File: config.mk
export PLATFORM = sky130hd
export DESIGN_NAME = seg_scan_driver
export DESIGN_NICKNAME = d
export VERILOG_FILES = /design/src/rtl/seg_scan_driver_pkg.sv /design/src/rtl/seg_decode.sv /design/src/rtl/seg_scan_driver.sv
export SDC_FILE = /design/constraint.sdc
export NUM_CORES = 1
export LEC_CHECK = 0
export CAP_MARGIN = 10
export CORE_MARGIN = 4
export CORE_UTILIZATION = 57
export DETAILED_ROUTE_END_ITERATION = 12
export GPL_TIMING_DRIVEN = 1
export PLACE_DENSITY = 0.85
export SLEW_MARGIN = 20
export SYNTH_ARGS = -nofsm -noshare
export SYNTH_HDL_FRONTEND = slang
export SYNTH_SLANG_ARGS = --single-unit
File: constraint.sdc
create_clock -name clk -period 2.9 [get_ports clk]
set_input_delay 0.435 -clock clk [delete_from_list [all_inputs] [get_ports clk]]
set_output_delay 0.435 -clock clk [all_outputs]
set_load 0.02 [all_outputs]
File: src/rtl/seg_scan_driver_pkg.sv
// Shared symbol codes, display words and segment bit order for the
// seven-segment scan driver and its decoder.
package seg_scan_driver_pkg;

  typedef logic [4:0] sym_t;
  typedef logic [7:0] seg_t;

  localparam int NUM_DIGITS = 4;

  // Symbol codes 0-9 are the decimal digits themselves.
  localparam sym_t SYM_A     = 5'd10;
  localparam sym_t SYM_B     = 5'd11;
  localparam sym_t SYM_C     = 5'd12;
  localparam sym_t SYM_D     = 5'd13;
  localparam sym_t SYM_E     = 5'd14;
  localparam sym_t SYM_F     = 5'd15;
  localparam sym_t SYM_G     = 5'd16;
  localparam sym_t SYM_O     = 5'd17;
  localparam sym_t SYM_S     = 5'd18;
  localparam sym_t SYM_L     = 5'd19;
  localparam sym_t SYM_P     = 5'd20;
  localparam sym_t SYM_U     = 5'd21;
  localparam sym_t SYM_DASH  = 5'd22;
  localparam sym_t SYM_BLANK = 5'd31;

  // Ready-made 4-digit words, packed {p3,p2,p1,p0}.
  localparam logic [19:0] WORD_BAD  = {SYM_BLANK, SYM_B, SYM_A, SYM_D};
  localparam logic [19:0] WORD_SOSO = {SYM_S, SYM_O, SYM_S, SYM_O};
  localparam logic [19:0] WORD_GOOD = {SYM_G, SYM_O, SYM_O, SYM_D};

  // seg_out bit order is {a,b,c,d,e,f,g,dp}.
  localparam int SEG_A  = 7;
  localparam int SEG_B  = 6;
  localparam int SEG_C  = 5;
  localparam int SEG_D  = 4;
  localparam int SEG_E  = 3;
  localparam int SEG_F  = 2;
  localparam int SEG_G  = 1;
  localparam int SEG_DP = 0;

  localparam seg_t SEG_OFF = 8'h00;

  // Builds a segment word from an {a..g} pattern; the decimal point stays dark.
  function automatic seg_t seg_pattern(input logic [6:0] abcdefg);
    return {abcdefg, 1'b0};
  endfunction

endpackage

File: src/rtl/seg_decode.sv
// Combinational symbol-code to seven-segment decoder; unknown codes are blank.
module seg_decode
  import seg_scan_driver_pkg::*;
(
  input  logic [4:0] code,
  output logic [7:0] segs
);

  // NOTE: assigning the default before the case keeps this purely combinational; no latch.
  always_comb begin
    segs = SEG_OFF;
    case (code)
      5'd0:     segs = seg_pattern(7'b1111110);
      5'd1:     segs = seg_pattern(7'b0110000);
      5'd2:     segs = seg_pattern(7'b1101101);
      5'd3:     segs = seg_pattern(7'b1111001);
      5'd4:     segs = seg_pattern(7'b0110011);
      5'd5:     segs = seg_pattern(7'b1011011);
      5'd6:     segs = seg_pattern(7'b1011111);
      5'd7:     segs = seg_pattern(7'b1110000);
      5'd8:     segs = seg_pattern(7'b1111111);
      5'd9:     segs = seg_pattern(7'b1111011);
      SYM_A:    segs = seg_pattern(7'b1110111);
      SYM_B:    segs = seg_pattern(7'b0011111);
      SYM_C:    segs = seg_pattern(7'b1001110);
      SYM_D:    segs = seg_pattern(7'b0111101);
      SYM_E:    segs = seg_pattern(7'b1001111);
      SYM_F:    segs = seg_pattern(7'b1000111);
      SYM_G:    segs = seg_pattern(7'b1011110);
      SYM_O:    segs = seg_pattern(7'b1111110);
      SYM_S:    segs = seg_pattern(7'b1011011);
      SYM_L:    segs = seg_pattern(7'b0001110);
      SYM_P:    segs = seg_pattern(7'b1100111);
      SYM_U:    segs = seg_pattern(7'b0111110);
      SYM_DASH: segs = seg_pattern(7'b0000001);
      default:  segs = SEG_OFF;
    endcase
  end

endmodule

File: src/rtl/seg_scan_driver.sv
// Time-multiplexed 4-digit seven-segment driver with tear-free frame updates,
// per-digit anti-ghost blanking and whole-display blink.
module seg_scan_driver
  import seg_scan_driver_pkg::*;
#(
  parameter int DWELL        = 100000,
  parameter int BLINK_FRAMES = 125
) (
  input  logic       clk,
  input  logic       rst_n,
  input  logic [4:0] p0,
  input  logic [4:0] p1,
  input  logic [4:0] p2,
  input  logic [4:0] p3,
  input  logic       update,
  input  logic       en,
  input  logic       blink,
  output logic [3:0] an,
  output logic [7:0] seg_out,
  output logic       frame_start,
  output logic       update_ack
);

  localparam int DW = $clog2(DWELL);
  localparam int FW = (BLINK_FRAMES > 1) ? $clog2(BLINK_FRAMES) : 1;
  localparam logic [DW-1:0] DWELL_LAST = DW'(DWELL - 1);
  localparam logic [FW-1:0] FRAME_LAST = FW'(BLINK_FRAMES - 1);

  logic [DW-1:0] dwell_cnt;
  logic [1:0]    digit_idx;
  logic [FW-1:0] frame_cnt;
  logic          phase;

  sym_t active  [NUM_DIGITS];
  sym_t pending [NUM_DIGITS];
  logic pending_valid;

  logic digit_end;
  logic boundary;
  logic visible;
  sym_t cur_sym;
  seg_t cur_seg;

  always_comb begin
    digit_end = (dwell_cnt == DWELL_LAST);
    boundary  = digit_end && (digit_idx == 2'd3);
    visible   = en && !(blink && phase);
    cur_sym   = active[digit_idx];
  end

  seg_decode u_decode (
    .code (cur_sym),
    .segs (cur_seg)
  );

  // NOTE: all sequential state uses non-blocking assignments so every register samples pre-edge values.
  always_ff @(posedge clk or negedge rst_n) begin
    if (!rst_n) begin
      dwell_cnt <= '0;
      digit_idx <= '0;
    end else if (digit_end) begin
      dwell_cnt <= '0;
      digit_idx <= digit_idx + 2'd1;
    end else begin
      dwell_cnt <= dwell_cnt + DW'(1);
    end
  end

  // Blink phase advances once per frame; dropping blink restarts it visible.
  always_ff @(posedge clk or negedge rst_n) begin
    if (!rst_n) begin
      frame_cnt <= '0;
      phase     <= 1'b0;
    end else if (!blink) begin
      frame_cnt <= '0;
      phase     <= 1'b0;
    end else if (boundary) begin
      if (frame_cnt == FRAME_LAST) begin
        frame_cnt <= '0;
        phase     <= ~phase;
      end else begin
        frame_cnt <= frame_cnt + FW'(1);
      end
    end
  end

  // NOTE: the small symbol arrays are reset so the display powers up blank and stale pending data is dropped.
  // An update on the boundary edge still applies the older pending frame; the new one waits.
  always_ff @(posedge clk or negedge rst_n) begin
    if (!rst_n) begin
      pending_valid <= 1'b0;
      for (int i = 0; i < NUM_DIGITS; i++) begin
        active[i]  <= SYM_BLANK;
        pending[i] <= SYM_BLANK;
      end
    end else begin
      if (boundary && pending_valid) begin
        for (int i = 0; i < NUM_DIGITS; i++) active[i] <= pending[i];
      end
      if (update) begin
        pending[0]    <= p0;
        pending[1]    <= p1;
        pending[2]    <= p2;
        pending[3]    <= p3;
        pending_valid <= 1'b1;
      end else if (boundary) begin
        pending_valid <= 1'b0;
      end
    end
  end

  // Dwell count 0 of every digit is the anti-ghost blanking slot.
  always_ff @(posedge clk or negedge rst_n) begin
    if (!rst_n) begin
      an          <= '0;
      seg_out     <= '0;
      frame_start <= 1'b0;
      update_ack  <= 1'b0;
    end else begin
      frame_start <= boundary;
      update_ack  <= boundary && pending_valid;
      if ((dwell_cnt != '0) && visible) begin
        an      <= 4'b0001 << digit_idx;
        seg_out <= cur_seg;
      end else begin
        an      <= '0;
        seg_out <= SEG_OFF;
      end
    end
  end

endmodule

==> results.md <==
* Chip width at 91.3 µm
* Die Span Y at 91.3 µm
* Power Density at 468 nW/µm²
* Worst r2r src: digit_idx[0]
* RSZ-0062 raised after global routing: no
* Drt via density at 5.69
* Share of cells above drive strength 1 at 30.9%
* Worst Setup End Kind: register
* Status: completed
* CTS max path bufs at 2
* Mapped Cells at 331
* DP Wirelength at 4.90 mm
* # diodes at 0
* Maxcap violations at 0
* Final WL at 6.98 mm
* Final setup margin at ~0.25 ns
* Worst setup SP type: register
* RePlAce Congestion at 0.819
* Area grow syn2layout at 17.8%
* R2r setup slk at 0.25 ns
* Leak at ~1.9 nW
* Synth Flop Type: dfrtp_1
* Setup Skew at about 0.015 ns
* Seq pwr share at a little over half
* Register area share after synthesis at a little over half
* Max-slew headroom at between 30% and 40%
* Nets at 413
* Placement Cell Area at 4420 µm²
* Fin crit period at 2.65 ns
* First-pass DRT Iterations at 4
* Num CTS Buffers at 9
* Sw power at ~0.5 mW
* Clock power share at 39.4%
* Final setup viols at 0
* Number of synthesis warnings at 0
* Max Fclk at 378 MHz
* Reg2Reg Depth at 6
* Seq cells post-synth at 81
* Synthesized cell area at 3960 µm²
* Worst Max-Slew Pin Slew at 1.01 ns
* Top Family by Delay on Critical Path: flip-flops
* Most instantiated cells after synthesis: 46 x mux2_2, 41 x dfrtp_1, 40 x dfstp_2
* Kind of critical path: register to register
* Total I/O pin count at 39
* CP Cell Sequence: mux4_2 -> inv_1 -> ha_1 -> nor4_1 -> o41ai_1 -> a21boi_0
* Hold Fails Final Rpt at 0
* Crit path required time at 3.12 ns
* First-pass GRT wire length at 11.9 mm
* Hold Crit Class: register to register
* Iteration-0 DRC Markers at 108
* Routed via count at 2611
* Slowest CP cell: dfrtp_1
* # Post-CTS Setup Buffers at 0
* Initial antenna violation count at 0
* Row count at 30
* Top-area cell type share of the netlist area at 26.5%
* Slowest Stage Delay on Critical Path at approximately 0.66 ns
* Most frequent cell after synthesis: mux2_2
* Hold Crit Depth at 1
* Place WS at about 0.35 ns
* Ys async rst share at 100%
* Filler Cells Inserted at 496
* GR Overflow Total at 0
* Post-route antenna net violation count at 0
* Cell area after layout at roughly 4700 µm²
* Int Power at 1.67 mW
* Placed cell count at roughly 440
* Post-synth net total at 370
* Total GRT Usage at roughly 18%
* Clock Pin Slew Worst Setup and Hold Paths at 0.10 ns
* Crit-path max FO at 12
* Worst path arrival time at 2.87 ns
* Vias in the first global route at between 2000 and 3000
* Setup tns final at 0 ns
* Switching Fraction at 23.6%
* Initial core utilization at 58.6%
* Netlist cell types at 46
* Routed len/inst at 15.2 µm
* Bufs and invs on worst path at 1
* CTS tree: done
* Die Footprint at 8340 µm²
* Hold path endpoint: pending_valid
* Worst skew pair latency at approximately 0.36 ns
* Comb pwr share at 5.6%
* H-tree Lvls at 3
* Crit share post-route at 91.3%
* Final Max Slew Viols at 0
* Hold Worst Slack at ~0.5 ns
* Clock Sinks at 81
* Area contributors post-synth: dfstp_2 27%, dfrtp_1 26%, mux2_2 13%
* Largest net degree at the start of global routing at between 80 and 90
* Post-synth EDFFs at 0
* Dominant cell type by area after synthesis: dfstp_2
* Final Non-Filler Cells at 459
* PortBufs at 37
* Core area at 6760 µm²
* Clock root cell: clkbuf_8
* # DRC at 0
* Avg Inst Size Synth at 12.0 µm²
* Worst Min Path Start: pending_valid
* Peak VDD IR at 0.431 mV
* Worst r2r dst: seg_out[7]
==> cell type report <==
type,instances,area (µm²),area share (%)
Sequential cell,81,2080,44.5
Multi-Input combinational cell,226,1780,38.1
Timing Repair Buffer,44,455,9.76
Clock buffer,9,124,2.66
Tap cell,80,100,2.15
Clock inverter,7,85.1,1.82
Inverter,12,45.0,0.966
==> per-stage QoR <==
stage	total power [mW]	utilization, %
after detailed placement	1.34	65.4
final	2.18	69.0
after global routing	2.27	69.0
after CTS	2.21	68.5
after global placement	1.33	65.4
after floorplan	1.26	-
==> worst reg2reg max path: stages (launching register included) <==
cell	delay [ns]
dfrtp_1	0.66
mux4_2	0.66
inv_1	0.14
ha_1	0.32
nor4_1	0.10
o41ai_1	0.45
a21boi_0	0.18
==> per-layer routing <==
layer  GRT usage (%)  wire, µm  vias to the layer above
met5               0         0                        -
met4            7.91       136                        0
met3            4.06       295                       12
met2            28.1      3370                       56
met1            23.8      3170                     1295
li1                -         -                     1248
==> power by group through the flow <==
stage          sequential, mW  combinational (mW)  clock, mW
2_1_floorplan            1.22              0.0423          0
3_3_place_gp             1.22               0.116          0
3_5_place_dp             1.22               0.120          0
4_1_cts                  1.20               0.120      0.889
5_1_grt                  1.20               0.134      0.933
6_report                 1.20               0.123      0.862
==> cells by family (layout without fill, tap and decap cells) <==
group	Yosys count	count (layout)	synth area share, %
AND/OR/NAND/NOR	99	99	13.0
flip-flops	81	81	52.5
multiplexers	57	57	17.1
AO/OA/AOI/OAI	37	37	6.26
buffers and inverters	24	72	2.62
XOR/XNOR	18	18	3.98
adder cells (fa/ha/maj)	14	14	4.42
other	1	1	0.0947
==> flip-flops by register name, indices dropped and copies added (netlist names) <==
register / count
seg_out: 7
pending: 20
digit_idx: 2
an: 4
update_ack: 1
pending_valid: 1
active: 20
phase: 1
frame_start: 1
dwell_cnt: 17
frame_cnt: 7
==> layout by cell type, fill, tap and decap left out, types with 5 or more instances in the layout <==
cell type / synthesis / final
nand2_1: 19 / 19
mux2i_1: 7 / 7
o21ai_0: 7 / 7
xor2_1: 6 / 6
nand3_1: 10 / 10
ha_1: 14 / 14
and2_1: 8 / 8
buf_4: 3 / 5
nor3_1: 5 / 5
a21oi_1: 8 / 8
xnor2_1: 12 / 12
nor4_1: 5 / 5
mux2_2: 46 / 46
clkbuf_8: 0 / 9
a21boi_0: 5 / 5
dfrtp_1: 41 / 41
clkdlybuf4s50_1: 0 / 36
nor2_1: 28 / 28
dfstp_2: 40 / 40
inv_1: 12 / 12
and3_1: 6 / 6
==> timing repair <==
action,4_1_cts,5_1_grt
hold buffers,0,1
setup endpoints to repair,0,0
gates resized for setup,0,0
endpoints found under the hold margin,0,25
==> how the worst max path moves through the flow <==
stage	cells after the start	slack, ns	startpoint	end
global placement	6	0.53	digit_idx[0]	seg_out[7]
floorplan	7	0.72	digit_idx[0]	seg_out[7]
global route	6	0.02	digit_idx[0]	seg_out[7]
CTS	6	0.22	digit_idx[0]	seg_out[7]
finish	6	0.25	digit_idx[0]	seg_out[7]
detailed placement	6	0.35	digit_idx[0]	seg_out[7]
Power figures use the tool's default switching activity.
